### config.mk
export PLATFORM = sky130hd
export DESIGN_NAME = ct_had_pcfifo_drain
export DESIGN_NICKNAME = d
export VERILOG_FILES = /design/src/rtl/ct_had_pcfifo_pkg.sv /design/src/rtl/ct_had_drain_cnt.sv /design/src/rtl/ct_had_pcfifo_drain.sv
export SDC_FILE = /design/constraint.sdc
export NUM_CORES = 1
export LEC_CHECK = 0
export BUFFER_PORTS_ARGS = -buffer_cell sky130_fd_sc_hd__buf_2
export CAP_MARGIN = 20
export CORE_MARGIN = 2
export CORE_UTILIZATION = 38
export CTS_CLUSTER_SIZE = 20
export DETAILED_ROUTE_END_ITERATION = 8
export PLACE_DENSITY = 0.73
export SYNTH_ARGS = -nofsm -noshare
export SYNTH_HDL_FRONTEND = slang
export SYNTH_SLANG_ARGS = --single-unit
export TNS_END_PERCENT = 30
### constraint.sdc
create_clock -name cpuclk -period 2.9 [get_ports cpuclk]
set_input_delay 0 -clock cpuclk [delete_from_list [all_inputs] [get_ports cpuclk]]
set_output_delay 0 -clock cpuclk [all_outputs]
set_load 0.1 [all_outputs]
### src/rtl/ct_had_pcfifo_pkg.sv
// Shared constants and FSM encoding for the HAD PC trace FIFO.
// The FIFO and its drain sequencer both use these definitions.
package ct_had_pcfifo_pkg;

  localparam int DATAW     = 64;
  localparam int DEPTH     = 16;
  localparam int CNT_WIDTH = 5;

  typedef enum logic [1:0] {
    ST_IDLE = 2'd0,
    ST_READ = 2'd1,
    ST_CAPT = 2'd2,
    ST_SEND = 2'd3
  } drain_st_e;

endpackage

### src/rtl/ct_had_drain_cnt.sv
// Burst length clamp and remaining-entry counter for the PC FIFO drain.
// A zero or oversized request becomes a full-depth burst.
module ct_had_drain_cnt #(
  parameter int DEPTH     = ct_had_pcfifo_pkg::DEPTH,
  parameter int CNT_WIDTH = ct_had_pcfifo_pkg::CNT_WIDTH
) (
  input  logic                 cpuclk,
  input  logic                 cpurst_b,
  input  logic                 i_load,
  input  logic [CNT_WIDTH-1:0] i_cnt,
  input  logic                 i_dec,
  output logic [CNT_WIDTH-1:0] o_rem,
  output logic                 o_last,
  output logic                 o_zero
);

  localparam logic [CNT_WIDTH-1:0] DEPTH_C = CNT_WIDTH'(DEPTH);

  logic [CNT_WIDTH-1:0] w_clamp;
  logic [CNT_WIDTH-1:0] r_rem;

  // Map 0 and anything above the FIFO depth onto a full-depth burst
  always_comb begin
    w_clamp = i_cnt;
    if (i_cnt == '0 || i_cnt > DEPTH_C)
      w_clamp = DEPTH_C;
  end

  // Remaining entries: loaded on an accepted request, stepped per counted beat
  always_ff @(posedge cpuclk) begin
    if (!cpurst_b)
      r_rem <= '0;
    else if (i_load)
      r_rem <= w_clamp;
    else if (i_dec)
      r_rem <= r_rem - 1'b1;
  end

  assign o_rem  = r_rem;
  assign o_last = (r_rem == CNT_WIDTH'(1));
  assign o_zero = (r_rem == '0);

endmodule

### src/rtl/ct_had_pcfifo_drain.sv
// Read-side sequencer: strobes the PC FIFO and streams entries to HAD.
// Optional checksum is enabled by defining HAD_PCFIFO_DRAIN_CSUM_EN.
module ct_had_pcfifo_drain #(
  parameter int DATAW     = 64,
  parameter int DEPTH     = 16,
  parameter int CNT_WIDTH = 5
) (
  input  logic                 cpuclk,
  input  logic                 cpurst_b,
  input  logic                 regs_drain_req,
  input  logic [CNT_WIDTH-1:0] regs_drain_cnt,
  input  logic                 regs_drain_abort,
  input  logic [DATAW-1:0]     pcfifo_regs_data,
  output logic                 ctrl_pcfifo_ren,
  output logic [DATAW-1:0]     drain_data,
  output logic                 drain_vld,
  input  logic                 drain_rdy,
  output logic                 drain_last,
  output logic                 drain_busy,
  output logic                 drain_done,
  output logic                 drain_aborted,
  output logic [DATAW-1:0]     drain_csum
);

  import ct_had_pcfifo_pkg::*;

  drain_st_e            r_state;
  drain_st_e            w_next;
  logic                 w_req_ok;
  logic                 w_abort;
  logic                 w_hs;
  logic                 w_fin;
  logic                 w_last;
  logic                 w_zero;
  logic [CNT_WIDTH-1:0] w_rem;
  logic [DATAW-1:0]     r_data;
  logic                 r_done;
  logic                 r_aborted;

  // Abort has priority over both a new request and a beat handshake
  assign w_req_ok = (r_state == ST_IDLE) && regs_drain_req
                    && !regs_drain_abort;
  assign w_abort  = (r_state != ST_IDLE) && regs_drain_abort;
  assign w_hs     = (r_state == ST_SEND) && drain_rdy
                    && !regs_drain_abort;
  assign w_fin    = w_hs && w_last;

  ct_had_drain_cnt #(
    .DEPTH     (DEPTH),
    .CNT_WIDTH (CNT_WIDTH)
  ) u_cnt (
    .cpuclk   (cpuclk),
    .cpurst_b (cpurst_b),
    .i_load   (w_req_ok),
    .i_cnt    (regs_drain_cnt),
    .i_dec    (w_hs && !w_zero),
    .o_rem    (w_rem),
    .o_last   (w_last),
    .o_zero   (w_zero)
  );

  // State register
  always_ff @(posedge cpuclk) begin
    if (!cpurst_b)
      r_state <= ST_IDLE;
    else
      r_state <= w_next;
  end

  // Next state: one strobe, one capture, then hold the beat until taken
  always_comb begin
    w_next = r_state;
    unique case (r_state)
      ST_IDLE: if (w_req_ok) w_next = ST_READ;
      ST_READ: w_next = ST_CAPT;
      ST_CAPT: w_next = ST_SEND;
      ST_SEND: if (w_hs) w_next = w_last ? ST_IDLE : ST_READ;
      default: w_next = ST_IDLE;
    endcase
    if (w_abort)
      w_next = ST_IDLE;
  end

  // State-decoded outputs
  always_comb begin
    ctrl_pcfifo_ren = (r_state == ST_READ);
    drain_vld       = (r_state == ST_SEND);
    drain_busy      = (r_state != ST_IDLE);
  end

  // Beat capture and completion status
  always_ff @(posedge cpuclk) begin
    if (!cpurst_b) begin
      r_data    <= '0;
      r_done    <= 1'b0;
      r_aborted <= 1'b0;
    end else begin
      if (r_state == ST_CAPT)
        r_data <= pcfifo_regs_data;
      r_done <= w_abort || w_fin;
      if (w_req_ok)
        r_aborted <= 1'b0;
      else if (w_abort)
        r_aborted <= 1'b1;
    end
  end

  assign drain_data    = r_data;
  assign drain_done    = r_done;
  assign drain_aborted = r_aborted;
  assign drain_last    = drain_vld && w_last;

`ifdef HAD_PCFIFO_DRAIN_CSUM_EN
  logic [DATAW-1:0] r_csum;

  // XOR of every counted beat since the last accepted request
  always_ff @(posedge cpuclk) begin
    if (!cpurst_b)
      r_csum <= '0;
    else if (w_req_ok)
      r_csum <= '0;
    else if (w_hs)
      r_csum <= r_csum ^ r_data;
  end

  assign drain_csum = r_csum;
`else
  assign drain_csum = '0;
`endif

endmodule
==> run summary, run 1 <==
Num Clock Sinks: 73
Reg power frac: 0.346
Max cap viols: 0
Routed vias: 2816
Sw power: 1.184 mW
Hold endpoint: u_cnt.o_rem[3]$_SDFFE_PN0P_
Gate power share: 0.327
Initial core utilization: 0.3846
Synth warn: 0
Status: completed
Slew @ Worst Pin: 945.1 ps
Cts repair resizes: 0
First-pass GRT wire length: 11940 microns
Core area: 9109 sq um
CP Cell Sequence: ha_1 -> nor4b_1 -> and2_1 -> buf_2
Die footprint: 10000 sq um
Reg2reg end: drain_data[61]$_SDFFE_PN0N_
Reg area: 1461 sq um
Global-route usage over all layers: 0.1475
Initial antenna violation count: 0
Max incr delay on CP: 420 ps
Vias per inst: 4.254
Max-slew violation count: 0
Vias in the first global route: 2652
Synth Cell Area: 3503 sq um
Max_slew headroom: 0.3699
CP required: 2900 ps
Diode count: 0
Synth Flop Type: dfxtp_1
FF-to-FF Start: r_state[0]$_SDFFE_PP0P_
Total negative slack: 0 ps
Sequential share of the synthesized area: 0.4171
PortBufs: 143
Unrepaired setup endpoints after global routing: false
Worst setup EP type: output pin
Die height: 100.0 microns
P_int: 1.922 mW
CTS tree: done
Largest area contributor in the netlist: dfxtp_1
CP startpoint kind: flip-flop
R2R setup slack: 1170 ps
Sw frac: 0.3812
# fillers: 798
Largest net degree at the start of global routing: 73
Post-layout util: 0.5488
Hold path startpoint: regs_drain_cnt[4]
DR iter-0 viols: 57
Min Hold Slack: 31.81 ps
Crit path max-delay cell type: buf_2
Worst Hold Path Cells: 4
Syn_area_per_cell: 10.24 sq um
Clk network pwr share: 0.327
Period utilisation layout: 0.6405
WS Path Type: flip-flop to output pin
Min Tclk post-route: 1857 ps
Setup violators final: 0
RePlAce Congestion: 0.8449
Root Driver: clkbuf_8
Layout Nets: 628
Hold/Removal Path Class: input port to flip-flop
Site row count: 35
Final WL: 7811 microns
Worst R2R Path Depth: 5
Later-pin clock latency in the skew report: 330 ps
Crit-path max FO: 4
Dominant cells by area after synthesis: dfxtp_1 (42%), mux2i_1 (19%), buf_4 (14%)
VDD IR max: 274.3 uV
# DRC: 0
Crit path DAT: 1860 ps
Routed len/inst: 11.80 microns
Power density over the cells: 621.3 nW/um^2
Area Overhead vs Synth: 42.68%
Num CTS Buffers: 9
Drt pass-1 iters: 4
Total power: 3.106 mW
Area occupied by multi-input gates: 1712 sq um
Fin. Hold Viols: 0
Post-route antenna net violation count: 0
Die W: 100.0 microns
Post-synth cell types: 33
Leakage power: 2.248 nW
Io pins: 208
GRT overflow: 0
Number of synthesized flops with an enable pin: 0
Post-DP HPWL: 4927 microns
Fmax: 538.4 MHz
H-tree depth: 3
Post-synthesis register bit count: 73
Async S/R FF share, synth: 0
Clk buf depth: 2
Reg clk slew, reported paths: 70 ps
Area share of the largest cell type after synthesis: 0.4171
Post-Synthesis Cells: 342
Clk_skew: 10.11 ps
Share of layout cells above drive strength 1: 0.2995
[cells by family (layout without fill, tap and decap cells)]
logic type / after synthesis / count (layout) / share of synthesized area
buffers and inverters: 88 / 234 / 0.1654
AND/OR/NAND/NOR: 87 / 87 / 0.1621
flip-flops: 73 / 73 / 0.4171
multiplexers: 66 / 66 / 0.1900
AO/OA/AOI/OAI: 18 / 18 / 0.03429
adder cells (fa/ha/maj): 7 / 7 / 0.02500
XOR/XNOR: 2 / 2 / 0.005001
other: 1 / 64 / 0.001070
[synth_stat cells, types with 3 or more instances]
cell type / instances
ha_1: 7
nor2_1: 3
buf_4: 64
buf_2: 7
mux2i_1: 65
nand2_1: 3
o21ai_0: 7
dfxtp_1: 73
inv_1: 9
a21oi_1: 4
clkbuf_1: 8
nor2b_1: 67
[metrics by stage]
step | setup slack, ps | instance area [sq um] | cells
5_1_grt | 872.5 | 4999 | 662
3_5_place_dp | 1190 | 4081 | 581
4_1_cts | 1035 | 4999 | 662
2_1_floorplan | 677.0 | 3740 | 405
6_report | 1043 | 4999 | 662
3_3_place_gp | 1231 | 4081 | 581
[power groups by stage]
stage | Clock, mW | Combinational, mW | Sequential (mW)
2_1_floorplan | 0 | 0.635 | 1.35
3_3_place_gp | 0 | 0.936 | 1.09
3_5_place_dp | 0 | 0.943 | 1.10
4_1_cts | 1.05 | 1.01 | 1.07
5_1_grt | 1.08 | 1.05 | 1.08
6_report | 1.02 | 1.02 | 1.07
[routing by layer]
metal  global-route usage  routed length [microns]  vias to the layer above  part of all wire
met5                    0                        0                        -                 0
met4              0.06533                      170                        0             0.022
met3              0.03760                      515                       16             0.066
met2               0.2646                     4013                      121              0.51
met1               0.1646                     3113                     1268              0.40
li1                     -                        -                     1411                 -
[sequential cells by signal (all words and copies together) (netlist names)]
| register | flops |
|---|---|
| drain_data | 64 |
| drain_aborted | 1 |
| r_state | 2 |
| drain_done | 1 |
| u_cnt.o_rem | 5 |
[worst max-delay path by stage]
stage	end	slack [ps]	from
6_report	drain_last	1040	u_cnt.o_rem[0]$_SDFFE_PN0P_
5_1_grt	drain_last	870	u_cnt.o_rem[1]$_SDFFE_PN0P_
4_1_cts	drain_last	1030	u_cnt.o_rem[0]$_SDFFE_PN0P_
3_5_place_dp	drain_data[45]$_SDFFE_PN0N_	1190	r_state[0]$_SDFFE_PP0P_
3_3_place_gp	drain_data[45]$_SDFFE_PN0N_	1230	r_state[0]$_SDFFE_PP0P_
2_1_floorplan	u_cnt.o_rem[1]$_SDFFE_PN0P_	680	r_state[1]$_SDFFE_PP0P_
[repair_timing]
action                    4_1_cts  5_1_grt
hold buffers                   66        0
hold endpoints to repair       67        0
buffers inserted                0        0
[cells in the final DEF (no fill, tap or decap), drive strengths merged, types with 2 or more instances in the layout]
| cell type | netlist | final |
|---|---|---|
| clkbuf | 8 | 10 |
| dfxtp | 73 | 73 |
| buf | 71 | 144 |
| a21oi | 4 | 4 |
| nand3b | 3 | 3 |
| dlygate4sd3 | 0 | 66 |
| nor2 | 4 | 4 |
| conb | 1 | 64 |
| nand2 | 3 | 3 |
| bufinv | 0 | 4 |
| nor4b | 2 | 2 |
| or4 | 2 | 2 |
| nor3 | 2 | 2 |
| o21ai | 7 | 7 |
| inv | 9 | 9 |
| ha | 7 | 7 |
| xnor2 | 2 | 2 |
| mux2i | 65 | 65 |
| nor2b | 67 | 67 |
| o22ai | 2 | 2 |
[worst max-delay path, delay by kind of cell (launching register included)]
kind          cells  cell delay (ps)
flops             1              390
simple gates      2              550
fa+ha+maj         1              170
buf+inv           1              420
[layout make-up]
type	count	area share
Multi-Input combinational cell	244	0.3424
Inverter	9	0.006758
Clock buffer	10	0.02553
Sequential cell	73	0.2924
Timing Repair Buffer	210	0.2793
Tap cell	111	0.02778
Clock inverter	5	0.02578
(Power assumes the default switching activity.)
==> run 2: changes to the inputs <==
==> constraint.sdc (replaced) <==
create_clock -name cpuclk -period 1.75 [get_ports cpuclk]
set_input_delay 0 -clock cpuclk [delete_from_list [all_inputs] [get_ports cpuclk]]
set_output_delay 0 -clock cpuclk [all_outputs]
set_load 0.1 [all_outputs]
==> run 2 against run 1 <==
Net effect: flip-flop and latch count is the same; first-iteration DRC count grew 14%; combinational power grew 68%; count of clock-buffer cells in the layout shrank 1; register-to-register slack lost 980 ps; via count shrank 0.25%; worst setup slack lost 880 ps; final cell count grew 0.60%; worst hold slack gained 9.4 ps; power grew 55%; critical path type unchanged; largest power group unchanged.
==> run summary, run 2 (same netlist as run 1, synthesis figures left out) <==
Status: completed (unchanged)
Worst R2R Path Depth: 5 (unchanged)
Most common cell after layout, fill and taps aside: buf_2 (unchanged)
Clk_skew: 13.43 ps (was 10.11 ps)
CP required: 1750 ps (was 2900 ps)
Unrepaired setup endpoints after global routing: false (unchanged)
Crit path DAT: 1590 ps (was 1860 ps)
Initial antenna violation count: 0 (unchanged)
Die footprint: 10000 sq um (unchanged)
CTS tree: done (unchanged)
Design area: 5037 sq um (was 4999 sq um)
Max_slew headroom: 0.6493 (was 0.3699)
Fmax: 629.6 MHz
Share of layout cells above drive strength 1: 0.3153 (was 0.2995)
Max-slew violation count: 0 (unchanged)
Diode count: 0 (unchanged)
FF-to-FF Start: r_state[1]$_SDFFE_PP0P_ (was r_state[0]$_SDFFE_PP0P_)
Clk buf depth: 2 (unchanged)
Initial core utilization: 0.3846 (unchanged)
Total negative slack: 0 ps (unchanged)
Worst setup path start: r_state[0]$_SDFFE_PP0P_ (was u_cnt.o_rem[0]$_SDFFE_PN0P_)
Reg clk slew, reported paths: 80 ps (was 70 ps)
Post-layout util: 0.5530 (was 0.5488)
RePlAce Congestion: 0.7294 (was 0.8449)
Core area: 9109 sq um (unchanged)
Die W: 100.0 microns (unchanged)
Worst Hold Path Cells: 4 (unchanged)
Later-pin clock latency in the skew report: 350 ps (was 330 ps)
Layout Nets: 631 (was 628)
First-pass GRT wire length: 12400 microns (was 11940 microns)
Drt pass-1 iters: 4 (unchanged)
Slew @ Worst Pin: 526.1 ps (was 945.1 ps)
Vias in the first global route: 2726 (was 2652)
R2R setup slack: 190 ps (was 1170 ps)
Root Driver: clkbuf_8 (unchanged)
Crit-path max FO: 5 (was 4)
Setup ws final: 161.7 ps (was 1043 ps)
Io pins: 208 (unchanged)
Min Tclk post-route: 1588 ps
Largest net degree at the start of global routing: 41 (was 73)
DR iter-0 viols: 65 (was 57)
Routed len/inst: 12.19 microns (was 11.80 microns)
Num Clock Sinks: 73 (unchanged)
Power density over the cells: 957.4 nW/um^2 (was 621.3 nW/um^2)
Final WL: 8118 microns (was 7811 microns)
Reg2reg end: u_cnt.o_rem[1]$_SDFFE_PN0P_ (was drain_data[61]$_SDFFE_PN0N_)
Post-DP HPWL: 5013 microns (was 4927 microns)
Fin. Hold Viols: 0 (unchanged)
Routed vias: 2809 (was 2816)
Hold endpoint: u_cnt.o_rem[3]$_SDFFE_PN0P_ (unchanged)
Setup violators final: 0 (unchanged)
Max reg flops: 64 (unchanged)
Post-route insts no fill: 666 (was 662)
Max cap viols: 0 (unchanged)
Post-Place Setup Slack: 199.4 ps (was 1190 ps)
# DRC: 0 (unchanged)
Hold path startpoint: regs_drain_cnt[4] (unchanged)
CP startpoint kind: flip-flop (unchanged)
Die height: 100.0 microns (unchanged)
Post-route antenna net violation count: 0 (unchanged)
Hold/Removal Path Class: input port to flip-flop (unchanged)
Min Hold Slack: 41.21 ps (was 31.81 ps)
Global-route usage over all layers: 0.1568 (was 0.1475)
Worst setup EP type: output pin (unchanged)
GRT overflow: 0 (unchanged)
Vias per inst: 4.218 (was 4.254)
Period utilisation layout: 0.9076
Leakage power: 2.240 nW (was 2.248 nW)
Site row count: 35 (unchanged)
Num CTS Buffers: 9 (unchanged)
H-tree depth: 3 (unchanged)
Most frequent cells in the layout: buf_2 (141), dfxtp_1 (73), nor2b_1 (67) (was buf_2 (143), dfxtp_1 (73), nor2b_1 (67))
PortBufs: 143 (unchanged)
Total power: 4.823 mW (was 3.106 mW)
WS Path Type: flip-flop to output pin (unchanged)
Area Overhead vs Synth: 43.79% (was 42.68%)
Placed cell areas: 4169 sq um (was 4081 sq um)
VDD IR max: 480.7 uV (was 274.3 uV)
Placed cells: 584 (was 581)
[run 2: cell types whose count changed in the layout (fill, tap and decap cells not counted), sizes merged]
cell | previous run | this run
bufinv | 4 | 1
inv | 9 | 11
clkinv | 1 | 3
buf | 144 | 147
clkbuf | 10 | 9
clkinvlp | 0 | 1
[run 2: area by class of cell]
cell class	instances	area (sq um)
clock buffers	9	123.9
clock inverters	7	75.07
flip-flops and latches	73	1461
well taps	111	138.9
inverters	9	37.54
repair buffers	213	1461
fillers	782	4071
multi-input cells	244	1739
[run 2: what timing repair did]
item                       in CTS  in global routing
hold endpoints to repair       67                  0
gates cloned                    0                  0
hold buffers                   66                  0
gates resized for setup         1                  1
setup endpoints to repair       1                  1
setup buffers                   0                  0
[run 2: how the worst max path moves through the flow]
| stage | end | slack (ps) | depth (start not counted) |
|---|---|---|---|
| floorplan | r_state[1]$_SDFFE_PP0P_ | -100 | 6 |
| global placement | u_cnt.o_rem[1]$_SDFFE_PN0P_ | 260 | 5 |
| detailed placement | r_state[0]$_SDFFE_PP0P_ | 200 | 5 |
| CTS | drain_last | 30 | 4 |
| global route | drain_busy | 20 | 4 |
| finish | drain_busy | 160 | 4 |
[run 2: where the power goes]
part	switching, mW	internal [mW]
registers	0.0502	1.73
logic	1.33	0.382
clock network	0.658	0.671
[run 2: routing by layer]
layer  GRT usage  part of all wire  vias up
met1      0.1749              0.41     1251
met3     0.03830             0.064       21
met2      0.2807              0.50      127
met5           0                 0        -
met4     0.07271             0.025        0
li1            -                 -     1410
[run 2: critical path: stages (launching register included)]
cell and delay, ps:
dfxtp_1 430, inv_1 150, ha_2 260, clkinvlp_4 110
buf_4 290
